[src/rtl/alu_issue_unit.sv]
// Issue/collect wrapper for an external add/sub ALU: decodes RV32I ALU, load/store and BEQ/BNE ops.
// Optional ALU_ILLEGAL_TRAP_EN adds an 'illegal' output and squashes unsupported ops.
module alu_issue_unit #(
  parameter int unsigned N = 32
) (
  input  logic         clk,
  input  logic         rst_n,
  input  logic         in_valid,
  output logic         in_ready,
  input  logic [6:0]   opcode,
  input  logic [2:0]   funct3,
  input  logic         funct7b5,
  input  logic [N-1:0] rs1_val,
  input  logic [N-1:0] rs2_val,
  input  logic [N-1:0] imm,
  output logic [N-1:0] alu_a,
  output logic [N-1:0] alu_b,
  output logic [1:0]   alu_ctrl,
  input  logic [N-1:0] alu_result,
  input  logic         alu_zero,
  output logic         out_valid,
  input  logic         out_ready,
  output logic [N-1:0] result,
  output logic         zero,
`ifdef ALU_ILLEGAL_TRAP_EN
  output logic         illegal,
`endif
  output logic         taken
);

  typedef enum logic [1:0] {StIdle, StIssue, StDone} state_e;
  typedef enum logic [1:0] {BrNone, BrEq, BrNe} br_e;

  state_e         state_q, state_d;
  logic [N-1:0]   a_q, b_q, dec_a, dec_b;
  logic           sub_q, dec_sub;
  br_e            br_q, dec_br;
  logic [N-1:0]   result_q, result_d;
  logic           zero_q, zero_d, taken_q, taken_d;
  logic           accept;
`ifdef ALU_ILLEGAL_TRAP_EN
  logic           dec_ill, ill_q, illegal_q;
`endif

  // Anything not matched below falls through as add of rs1/rs2.
  always_comb begin
    dec_a   = rs1_val;
    dec_b   = rs2_val;
    dec_sub = 1'b0;
    dec_br  = BrNone;
`ifdef ALU_ILLEGAL_TRAP_EN
    dec_ill = 1'b1;
`endif
    case (opcode)
      7'b0110011: begin
        if (funct3 == 3'b000) begin
          dec_sub = funct7b5;
`ifdef ALU_ILLEGAL_TRAP_EN
          dec_ill = 1'b0;
`endif
        end
      end
      7'b0010011: begin
        if (funct3 == 3'b000) begin
          dec_b = imm;
`ifdef ALU_ILLEGAL_TRAP_EN
          dec_ill = 1'b0;
`endif
        end
      end
      7'b0000011, 7'b0100011: begin
        dec_b = imm;
`ifdef ALU_ILLEGAL_TRAP_EN
        dec_ill = 1'b0;
`endif
      end
      7'b1100011: begin
        if (funct3 == 3'b000 || funct3 == 3'b001) begin
          dec_sub = 1'b1;
          dec_br  = (funct3 == 3'b000) ? BrEq : BrNe;
`ifdef ALU_ILLEGAL_TRAP_EN
          dec_ill = 1'b0;
`endif
        end
      end
      default: ;
    endcase
  end

  always_comb begin
    state_d   = state_q;
    in_ready  = 1'b0;
    out_valid = 1'b0;
    alu_a     = '0;
    alu_b     = '0;
    alu_ctrl  = 2'b00;
    case (state_q)
      StIdle: begin
        in_ready = 1'b1;
        if (in_valid) state_d = StIssue;
      end
      StIssue: begin
        alu_a    = a_q;
        alu_b    = b_q;
        alu_ctrl = {1'b0, sub_q};
        state_d  = StDone;
      end
      StDone: begin
        out_valid = 1'b1;
        if (out_ready) state_d = StIdle;
      end
      default: state_d = StIdle;
    endcase
  end

  assign accept = (state_q == StIdle) && in_valid;

  always_comb begin
    result_d = alu_result;
    zero_d   = alu_zero;
    case (br_q)
      BrEq:    taken_d = alu_zero;
      BrNe:    taken_d = !alu_zero;
      default: taken_d = 1'b0;
    endcase
`ifdef ALU_ILLEGAL_TRAP_EN
    if (ill_q) begin
      result_d = '0;
      zero_d   = 1'b0;
    end
`endif
  end

  always_ff @(posedge clk) begin
    if (!rst_n) begin
      state_q  <= StIdle;
      a_q      <= '0;
      b_q      <= '0;
      sub_q    <= 1'b0;
      br_q     <= BrNone;
      result_q <= '0;
      zero_q   <= 1'b0;
      taken_q  <= 1'b0;
`ifdef ALU_ILLEGAL_TRAP_EN
      ill_q     <= 1'b0;
      illegal_q <= 1'b0;
`endif
    end else begin
      state_q <= state_d;
      if (accept) begin
        a_q   <= dec_a;
        b_q   <= dec_b;
        sub_q <= dec_sub;
        br_q  <= dec_br;
`ifdef ALU_ILLEGAL_TRAP_EN
        ill_q <= dec_ill;
`endif
      end
      if (state_q == StIssue) begin
        result_q <= result_d;
        zero_q   <= zero_d;
        taken_q  <= taken_d;
`ifdef ALU_ILLEGAL_TRAP_EN
        illegal_q <= ill_q;
`endif
      end
    end
  end

  assign result = result_q;
  assign zero   = zero_q;
  assign taken  = taken_q;
`ifdef ALU_ILLEGAL_TRAP_EN
  assign illegal = illegal_q;
`endif

endmodule

[config.mk]
export PLATFORM = sky130hd
export DESIGN_NAME = alu_issue_unit
export DESIGN_NICKNAME = d
export VERILOG_FILES = /design/src/rtl/alu_issue_unit.sv
export SDC_FILE = /design/constraint.sdc
export NUM_CORES = 1
export LEC_CHECK = 0
export CAP_MARGIN = 20
export CORE_MARGIN = 2
export CORE_UTILIZATION = 35
export CTS_CLUSTER_SIZE = 14
export DETAILED_ROUTE_END_ITERATION = 12
export PLACE_DENSITY_LB_ADDON = 0.3
export SYNTH_ARGS = -nofsm -noshare
export SYNTH_HDL_FRONTEND = slang
export SYNTH_SLANG_ARGS = --single-unit
[constraint.sdc]
create_clock -name clk -period 1.35 [get_ports clk]
set_input_delay 0.2025 -clock clk [delete_from_list [all_inputs] [get_ports clk]]
set_output_delay 0.2025 -clock clk [all_outputs]
set_load 0.01 [all_outputs]
==> flow_summary.json <==
{
  "ys.flop_type": "dfxtp_1",
  "grtUsageTotal_pct": 22.7,
  "synthXorXnorAreaFrac_pct": 0,
  "synthAdderAreaFrac_pct": 0,
  "synth_compound_area_share_pct": 23.3,
  "synth.net_count": 714,
  "antenna_left": 0,
  "drcViolationCount": 0,
  "violations": "negative setup slack",
  "setup_viol": 140,
  "cts-root-buf": "clkbuf_16",
  "numPortBuffers": 244,
  "max_freq_mhz": 594,
  "p_clk_share_pct": 31.3,
  "synthMuxAreaShare_pct": 0,
  "fill_cells": 880,
  "post_drt_wl_per_cell_um": 18.3,
  "worstPathRequired_ns": 1.15,
  "initial_core_util_pct": 35.5,
  "die_h_um": 117,
  "area_growth_pct": 106,
  "syn-cell-area_um2": 4450,
  "grt_pass1_wl_um": 24000,
  "grt_max_degree": 74,
  "tns_ns": -25.05,
  "layout_common_cells": "clkdlybuf4s50_1 (133), nand2_1 (130), dfxtp_1 (101)",
  "cts_sinks": 103,
  "synth.distinct_cells": 25,
  "pwr-share-comb_pct": 26.6,
  "die_w_um": 117,
  "gp_congestion": 0.769,
  "viasPerCell": 5.00,
  "min_period_over_period_pct": 125,
  "synth_top_family_by_area": "simple AND/OR/NAND/NOR gates",
  "clock_latency_ns": 0.34,
  "rows": 41,
  "worstPathMaxFanout": 8,
  "maxCapViolCount": 0,
  "htree_levels": 3,
  "synthCells": 570,
  "detailroute.via_count": 5150,
  "dieArea_um2": 13600,
  "power_density_nw_per_um2": 870,
  "p_leak_nw": 3.90,
  "yosysSeqAreaShare_pct": 46.4,
  "layout_commonest_cell": "clkdlybuf4s50_1",
  "p_int_mw": 5.73,
  "first_pass_iters": 4,
  "clock_skew_ns": 0.00662,
  "ios": 246,
  "endpoint_kind": "output pin",
  "ys_seq_elements": 103,
  "grt.overflow.total": 0,
  "hold_path.class": "primary input to flop",
  "ys_async_sr_fraction_pct": 0,
  "seq_power_share_pct": 42.1,
  "setup_slack_ns": -0.334,
  "design_area_um2": 9160,
  "start_kind": "flop",
  "switchingPower_mw": 2.24,
  "drive_gt1_share_pct": 38.6,
  "drv_slew": 0,
  "detail_route.iter0.violations": 331,
  "synth_edf_count": 0,
  "switching_share_pct": 28.1,
  "period_needed_ns": 1.68,
  "synth_simple_gate_area_share_pct": 25.9,
  "path_class": "flop to output pin",
  "hold_viol": 0,
  "clockBufferDepth": 2,
  "clkSlewWorstSetupHoldPaths_ns": 0.07,
  "numCtsBuffers": 9,
  "grt_pass1_vias": 4955,
  "fin_nets": 996,
  "outcome": "complete, but fails checks",
  "place.detailed.hpwl_um": 10300,
  "wirelength_um": 18800,
  "ir_worst_vdd_v": 0.000662,
  "avgSynthCellArea_um2": 7.80,
  "cp.arrival_ns": 1.48,
  "place_area_um2": 7230,
  "rsz0062_at_grt": "true",
  "cts_tree": "yes",
  "antenna_found_initial": 1,
  "core_um2": 12500,
  "yosys_warnings": 0
}
-- path summary, 6_finish.rpt --
check | end | depth (start not counted) | slack [ns] | startpoint
min reg2reg | result[26] | 2 | 0.45 | result[26]
max | alu_a[6] | 6 | -0.33 | state_q[0]
max reg2reg | a_q[9] | 8 | -0.20 | state_q[0]
min | br_q[1] | 3 | 0.17 | funct3[0]
-- power groups by stage --
stage | Combinational (mW) | Clock [mW] | Sequential [mW]
2_1_floorplan | 0.536 | 0 | 3.40
3_3_place_gp | 1.37 | 0 | 3.39
3_5_place_dp | 1.40 | 0 | 3.40
4_1_cts | 1.55 | 2.54 | 3.33
5_1_grt | 2.23 | 2.69 | 3.38
6_report | 2.12 | 2.49 | 3.36
-- stage by stage --
step,std cells,worst slack [ns],power [mW],utilization [%],hold slack [ns]
after global routing,1030,-0.401,8.30,73.2,0.170
after global placement,964,-0.547,4.75,57.8,0.437
after detailed placement,964,-0.633,4.80,57.8,0.441
after floorplan,570,-0.119,3.93,-,0.337
final,1030,-0.334,7.97,73.2,0.165
after CTS,1001,-0.317,7.42,63.8,0.146
-- cell families after synthesis --
logic type             Yosys count
AOI/OAI and AO/OA              169
buffers and inverters           48
DFF                            103
other                            1
and+or+nand+nor                249
-- layer usage --
layer / routed length, um / GRT usage (%) / vias up
met1: 7150 / 25.1 / 2454
met4: 589 / 8.86 / 0
li1: - / - / 2448
met3: 1270 / 6.23 / 37
met5: 0 / 0 / -
met2: 9810 / 41.2 / 211
-- Yosys cell counts, types with 2 or more instances --
| cell | number | area, um^2 |
|---|---|---|
| o211ai_1 | 2 | 15.0 |
| clkbuf_1 | 38 | 143 |
| o21ai_0 | 32 | 160 |
| a21boi_1 | 68 | 510 |
| nand2_1 | 168 | 631 |
| buf_2 | 9 | 45.0 |
| a21oi_1 | 64 | 320 |
| and2_1 | 66 | 413 |
| nor2_1 | 2 | 7.51 |
| nor2b_1 | 4 | 25.0 |
| dfxtp_1 | 103 | 2060 |
-- layout make-up --
class | instances | area, um^2 | share of cell area, %
clock buffer | 9 | 225 | 2.46
tap | 172 | 215 | 2.35
clock inverter | 7 | 56.3 | 0.615
timing repair buffer | 317 | 3580 | 39.1
sequential | 103 | 2060 | 22.5
antenna | 1 | 2.50 | 0.0273
multi-input combinational | 421 | 3010 | 32.9
-- worst max-delay path, stage by stage, from the launching register on --
cell and delay [ns]:
dfxtp_2 0.34, nor2b_4 0.16, buf_6 0.13, buf_8 0.13
buf_16 0.13, and2_4 0.14, buf_6 0.10
-- repair_timing --
action,CTS,global route
setup buffers,12,8
cloned,11,22
hold buffers,0,0
pin swaps,58,67
hold endpoints to repair,0,0
setup endpoints to repair,170,147
gates resized for setup,453,206
-- sequential cells by signal, summed over array words and instances, names as in the netlist --
signal and cells:
a_q 32, b_q 32, result 32, br_q 2, state_q 2, sub_q 1, taken 1, zero 1
Note: power is estimated with default switching activity, not from simulation.
